### src/rtl/cacheline_mem_arbiter.sv
// cacheline_mem_arbiter
// Arbitrates icache/dcache cacheline requests onto one burst memory port.
// Each granted request becomes a BEATS-long burst of BEAT_W-bit beats; read
// beats are reassembled into a full line and returned with a one-cycle resp.
//
// Handshake: a cache raises its read/write request and holds it (and its
// address/data) until it sees its *_resp pulse. Requests are only sampled in
// IDLE. On the memory side mem_read/mem_write stay high for the whole burst,
// and every cycle with mem_resp high transfers exactly one beat.
//
// Optional feature: define ARB_ROUND_ROBIN_EN to alternate the grant when both
// caches request together. Without it the dcache always wins a collision.
module cacheline_mem_arbiter #(
  parameter int ADDR_W = 32,
  parameter int LINE_W = 256,
  parameter int BEAT_W = 64
) (
  input  logic              clk,
  input  logic              rst,
  input  logic              i_line_read,
  input  logic [ADDR_W-1:0] i_line_addr,
  output logic [LINE_W-1:0] i_line_rdata,
  output logic              i_line_resp,
  input  logic              d_line_read,
  input  logic              d_line_write,
  input  logic [ADDR_W-1:0] d_line_addr,
  input  logic [LINE_W-1:0] d_line_wdata,
  output logic [LINE_W-1:0] d_line_rdata,
  output logic              d_line_resp,
  output logic              mem_read,
  output logic              mem_write,
  output logic [ADDR_W-1:0] mem_addr,
  output logic [BEAT_W-1:0] mem_wdata,
  input  logic [BEAT_W-1:0] mem_rdata,
  input  logic              mem_resp
);

  localparam int BEATS = LINE_W / BEAT_W;
  localparam int CNT_W = (BEATS > 1) ? $clog2(BEATS) : 1;
  localparam int OFF_W = $clog2(LINE_W / 8);
  localparam logic [ADDR_W-1:0] OFF_MASK = ADDR_W'((64'd1 << OFF_W) - 64'd1);
  localparam logic [CNT_W-1:0]  LAST_BEAT = CNT_W'(BEATS - 1);

  typedef enum logic [1:0] {
    IDLE     = 2'd0,
    RD_BURST = 2'd1,
    WR_BURST = 2'd2,
    RESP     = 2'd3
  } state_t;

  state_t            state;
  state_t            state_next;
  logic [CNT_W-1:0]  beat_cnt;
  logic              owner_d;      // 1 = current transaction belongs to dcache
  logic [ADDR_W-1:0] addr_q;
  logic [LINE_W-1:0] wline_q;
  logic [LINE_W-1:0] line_buf;
  logic [LINE_W-1:0] line_next;
  logic [LINE_W-1:0] i_rdata_q;
  logic [LINE_W-1:0] d_rdata_q;

  logic d_req;
  logic any_req;
  logic grant_d;
  logic beat_last;

  assign d_req     = d_line_read | d_line_write;
  assign any_req   = d_req | i_line_read;
  assign beat_last = (beat_cnt == LAST_BEAT);

`ifdef ARB_ROUND_ROBIN_EN
  logic last_grant_d;  // 0 = icache got the most recent grant

  // Collision goes to whichever cache did not win the previous grant.
  always_comb begin
    grant_d = d_req;
    if (d_req && i_line_read) begin
      grant_d = ~last_grant_d;
    end
  end

  // Remember who won each grant; reset favours the dcache on the first collision.
  always_ff @(posedge clk) begin
    if (rst) begin
      last_grant_d <= 1'b0;
    end else if (state == IDLE && any_req) begin
      last_grant_d <= grant_d;
    end
  end
`else
  // Fixed priority: the dcache wins whenever it is requesting.
  always_comb begin
    grant_d = d_req;
  end
`endif

  // Next-state logic for the burst sequencer.
  always_comb begin
    state_next = state;
    case (state)
      IDLE: begin
        if (any_req) begin
          state_next = (grant_d && d_line_write) ? WR_BURST : RD_BURST;
        end
      end
      RD_BURST, WR_BURST: begin
        if (mem_resp && beat_last) begin
          state_next = RESP;
        end
      end
      RESP:    state_next = IDLE;
      default: state_next = IDLE;
    endcase
  end

  // State register.
  always_ff @(posedge clk) begin
    if (rst) begin
      state <= IDLE;
    end else begin
      state <= state_next;
    end
  end

  // Read line with the current beat dropped into its slot.
  always_comb begin
    line_next = line_buf;
    for (int b = 0; b < BEATS; b++) begin
      if (beat_cnt == CNT_W'(b)) begin
        line_next[b*BEAT_W +: BEAT_W] = mem_rdata;
      end
    end
  end

  // Transaction latch, beat counter, line assembly and returned-line holding.
  always_ff @(posedge clk) begin
    if (rst) begin
      beat_cnt  <= '0;
      owner_d   <= 1'b0;
      addr_q    <= '0;
      wline_q   <= '0;
      line_buf  <= '0;
      i_rdata_q <= '0;
      d_rdata_q <= '0;
    end else begin
      case (state)
        IDLE: begin
          if (any_req) begin
            owner_d  <= grant_d;
            addr_q   <= grant_d ? (d_line_addr & ~OFF_MASK) : (i_line_addr & ~OFF_MASK);
            beat_cnt <= '0;
            line_buf <= '0;
            if (grant_d && d_line_write) begin
              wline_q <= d_line_wdata;
            end
          end
        end
        RD_BURST: begin
          if (mem_resp) begin
            line_buf <= line_next;
            beat_cnt <= beat_cnt + CNT_W'(1);
            if (beat_last) begin
              if (owner_d) begin
                d_rdata_q <= line_next;
              end else begin
                i_rdata_q <= line_next;
              end
            end
          end
        end
        WR_BURST: begin
          if (mem_resp) begin
            beat_cnt <= beat_cnt + CNT_W'(1);
          end
        end
        default: ;
      endcase
    end
  end

  // Memory-side and cache-side outputs decoded from the current state.
  always_comb begin
    mem_read    = (state == RD_BURST);
    mem_write   = (state == WR_BURST);
    mem_addr    = '0;
    mem_wdata   = '0;
    i_line_resp = (state == RESP) && !owner_d;
    d_line_resp = (state == RESP) && owner_d;
    if (state == RD_BURST || state == WR_BURST) begin
      mem_addr = addr_q;
    end
    if (state == WR_BURST) begin
      for (int b = 0; b < BEATS; b++) begin
        if (beat_cnt == CNT_W'(b)) begin
          mem_wdata = wline_q[b*BEAT_W +: BEAT_W];
        end
      end
    end
  end

  assign i_line_rdata = i_rdata_q;
  assign d_line_rdata = d_rdata_q;

endmodule
### config.mk
export PLATFORM = sky130hd
export DESIGN_NAME = cacheline_mem_arbiter
export DESIGN_NICKNAME = d
export VERILOG_FILES = /design/src/rtl/cacheline_mem_arbiter.sv
export SDC_FILE = /design/constraint.sdc
export NUM_CORES = 2
export LEC_CHECK = 0
export ABC_AREA = 1
export BUFFER_PORTS_ARGS = -buffer_cell sky130_fd_sc_hd__buf_2
export CAP_MARGIN = 20
export CORE_AREA = 2 2 390 392
export DETAILED_ROUTE_END_ITERATION = 10
export DIE_AREA = 0 0 392 394
export GPL_ROUTABILITY_DRIVEN = 0
export GPL_TIMING_DRIVEN = 0
export SYNTH_ARGS = -nofsm -noshare
export SYNTH_HDL_FRONTEND = slang
export SYNTH_SLANG_ARGS = --single-unit
### constraint.sdc
create_clock -name clk -period 1.85 [get_ports clk]
set_input_delay 0.0925 -clock clk [delete_from_list [all_inputs] [get_ports clk]]
set_output_delay 0.0925 -clock clk [all_outputs]
set_load 0.01 [all_outputs]
==> impl_metrics.env <==
export IMPL_core_area_mm2=0.151
export IMPL_grt_pass1_vias=49900
export IMPL_synth_most_common_cell="nor2_1"
export IMPL_setup_viol=1127
export IMPL_r2r_start="beat_cnt[0]"
export IMPL_io_buffers=986
export IMPL_worst_path_most_repeated_cell="clkbuf_16"
export IMPL_post_drt_wl_per_cell_um=21.9
export IMPL_synthArstFlopShare_pct=0
export IMPL_hold_viol=0
export IMPL_fp_dieH_um=394
export IMPL_synth_seq_area_share_pct=46.2
export IMPL_final_core_util_pct=44.6
export IMPL_post_route_min_period_ps=2530
export IMPL_drcViolationCount=0
export IMPL_startpoint_type="register"
export IMPL_tns_ps=-340890
export IMPL_path_max_fanout=6
export IMPL_vias_per_cell=4.88
export IMPL_synth_edf_count=0
export IMPL_cts_root_buf="clkbuf_16"
export IMPL_synth_ff_type="dfxtp_1"
export IMPL_rsz0062_at_grt="yes"
export IMPL_drt_pre_antenna_iters=8
export IMPL_dpl_hpwl_mm=175
export IMPL_cp_slowest_cell="dfxtp_4"
export IMPL_dieArea_mm2=0.154
export IMPL_tightest_slew_ps=1180
export IMPL_max_clock_freq_mhz=395
export IMPL_slew_viol_final=0
export IMPL_cts_buffers=117
export IMPL_finalCritPeriodShare_pct=137
export IMPL_crit_arrival_ps=2440
export IMPL_p_comb_share_pct=45.6
export IMPL_htree_levels=3
export IMPL_synth_top_area_share_pct=46.2
export IMPL_power_switching_mw=40.1
export IMPL_final_nets=9041
export IMPL_hold_class="input pin to register"
export IMPL_synth_cell_types=19
export IMPL_peakVddDrop_mv=0.938
export IMPL_gr_total_overflow=0
export IMPL_crit_path_end_kind="output port"
export IMPL_dieWidth_um=392
export IMPL_path_clk_slew_ps=70
export IMPL_skew_ps=46.3
export IMPL_syn_area_per_cell_um2=6.51
export IMPL_num_rows=143
export IMPL_worstHoldStart="mem_rdata[43]"
export IMPL_maxSlewHeadroom_pct=20.3
export IMPL_seq_power_share_pct=29.3
export IMPL_ys_top_cells_by_count="nor2_1 (2068), nand2_1 (1549), dfxtp_1 (1056), o21ai_0 (873), a21oi_1 (389)"
export IMPL_worst_path_buf_inv=5
export IMPL_grt_pass1_wl_mm=331
export IMPL_synthToLayoutAreaGrowth_pct=46.9
export IMPL_cp_required_ps=1760
export IMPL_initial_utilization_pct=30.4
export IMPL_ys_ff_latch=1056
export IMPL_drt_iter0_markers=4222
export IMPL_cts_tree="built"
export IMPL_ant_nets=0
export IMPL_clk_path_buf_depth=3
export IMPL_vias=52700
export IMPL_cts_sinks=1056
export IMPL_synth_top_cell_by_area="dfxtp_1"
export IMPL_wl_mm=236
export IMPL_dp_slack_ps=-1740
export IMPL_antenna_found_initial=31
export IMPL_violations="setup timing"
export IMPL_status="complete, but fails checks"
export IMPL_synthCells=7022
export IMPL_grt_util_all_layers_pct=29.2
export IMPL_powerDensity_mw_per_mm2=1490
export IMPL_worstSkewPairLatency_ps=780
export IMPL_grt_max_degree=18
export IMPL_cap_violations=0
export IMPL_p_sw_share_pct=40.1
export IMPL_path_cells="inv_4 > ha_4 > buf_12 > clkbuf_16 > clkbuf_16 > a21oi_2 > nand2_1 > nand2_2 > a21oi_4 > buf_6"
export IMPL_drive_above_1_share_pct=23.5
export IMPL_critical_path_top_delay_family="buffers and inverters"
export IMPL_critPathKind="register to output port"
export IMPL_syn_cell_area_mm2=0.0457
export IMPL_yosys_top_cells_area="dfxtp_1 (46%), nor2_1 (17%), nand2_1 (13%)"
export IMPL_setup_ws_ps=-683
export IMPL_crit_start="beat_cnt[1]"
export IMPL_ioPinCount=1002
export IMPL_cp_slowest_stage_delay_ps=370
export IMPL_pwr_share_clk_pct=25.1
export IMPL_whs_ps=53.6
export IMPL_ys_warnings_count=0
export IMPL_p_int_mw=60.0
export IMPL_p_leak_nw=31.1
## layer usage
metal  wire length (um)  global-route usage [%]  vias to the layer above
li1                   -                       -                    25200
met1              91900                    34.2                    24600
met2             109000                    48.7                     2210
met3              17000                    5.47                      607
met4              17400                    19.0                       22
met5                139                       0                        -
## power groups by stage
stage	clock, mW	combinational [mW]	sequential [mW]
after CTS	25.4	43.6	29.2
after floorplan	0	19.9	29.1
final	25.1	45.6	29.3
after global routing	26.3	49.4	29.8
after detailed placement	0	31.0	29.6
after global placement	0	30.5	29.4
## sequential cells by signal, summed over array words and instances (netlist names)
| name | count |
|---|---|
| addr_q | 27 |
| beat_cnt | 2 |
| d_line_rdata | 256 |
| i_line_rdata | 256 |
| line_buf | 256 |
| owner_d | 1 |
| state | 2 |
| wline_q | 256 |
## what timing repair did
action | CTS | global route
pin swaps | 106 | 64
setup endpoints to repair | 1150 | 1140
gates resized for setup | 912 | 366
setup buffers | 53 | 29
gates cloned | 54 | 7
hold endpoints to repair | 717 | 0
hold buffers | 370 | 0
## worst min-delay path, cell delays in order
cell	delay, ps
buf_2	220
nand2_1	90
o21ai_1	120
o21ai_0	170
nor2_1	50
## final timing paths
kind,to,slack (ps),depth (start not counted)
worst max-delay path,mem_wdata[35],-680,10
worst min-delay path,i_line_rdata[235],50,5
worst max register to register,d_line_rdata[179],-600,8
worst min register to register,d_line_rdata[172],470,2
## through the flow
| step | area (um^2) | power (mW) | std cells |
|---|---|---|---|
| 3_5_place_dp | 53400 | 60.6 | 10100 |
| 5_1_grt | 67200 | 106 | 10800 |
| 2_1_floorplan | 45700 | 49.0 | 7026 |
| 4_1_cts | 66000 | 98.2 | 10700 |
| 6_report | 67200 | 100 | 10800 |
| 3_3_place_gp | 53200 | 59.9 | 10000 |
## cells by family after synthesis
| logic type | Yosys count | share of synthesized area (%) |
|---|---|---|
| AND/OR/NAND/NOR | 3834 | 32.2 |
| buffers and inverters | 859 | 7.44 |
| AO/OA/AOI/OAI | 1263 | 13.8 |
| other | 1 | 0.00820 |
| adder cells (fa/ha/maj) | 9 | 0.246 |
| flip-flops | 1056 | 46.2 |
## area by class of cell
| type | count | area (um^2) |
|---|---|---|
| antenna | 12 | 30.0 |
| inverter | 343 | 1320 |
| tap | 2030 | 2540 |
| fill | 15200 | 83500 |
| sequential | 1056 | 21200 |
| clock buffer | 157 | 3310 |
| clock inverter | 61 | 801 |
| timing repair buffer | 1503 | 11300 |
| multi-input combinational | 5111 | 22800 |
| buffer | 510 | 3950 |
## layout by cell type (no fill, tap or decap), types with 5 or more instances in the layout
| cell type | instances |
|---|---|
| nor2_1 | 1963 |
| nand2_1 | 1452 |
| dfxtp_1 | 1052 |
| buf_2 | 1013 |
| o21ai_0 | 833 |
| dlygate4sd3_1 | 370 |
| inv_1 | 327 |
| a21oi_1 | 280 |
| clkbuf_1 | 239 |
| clkbuf_16 | 158 |
| nand3_1 | 123 |
| a21oi_2 | 94 |
| nand2_2 | 94 |
| buf_6 | 75 |
| buf_4 | 72 |
| nor2_2 | 59 |
| clkbuf_2 | 58 |
| buf_8 | 56 |
| or2_2 | 50 |
| nor2_4 | 46 |
| buf_16 | 40 |
| clkbuf_8 | 38 |
| buf_12 | 35 |
| o21ai_1 | 34 |
| nand3_2 | 25 |
| clkinv_2 | 21 |
| a21oi_4 | 15 |
| or2_4 | 14 |
| clkinvlp_4 | 13 |
| bufinv_16 | 13 |
| diode_2 | 12 |
| clkbuf_4 | 12 |
| clkinv_4 | 10 |
| inv_2 | 7 |
| inv_4 | 6 |
| o21ai_2 | 5 |
| ha_4 | 5 |
| conb_1 | 5 |
Note: power is estimated with default switching activity, not from simulation.
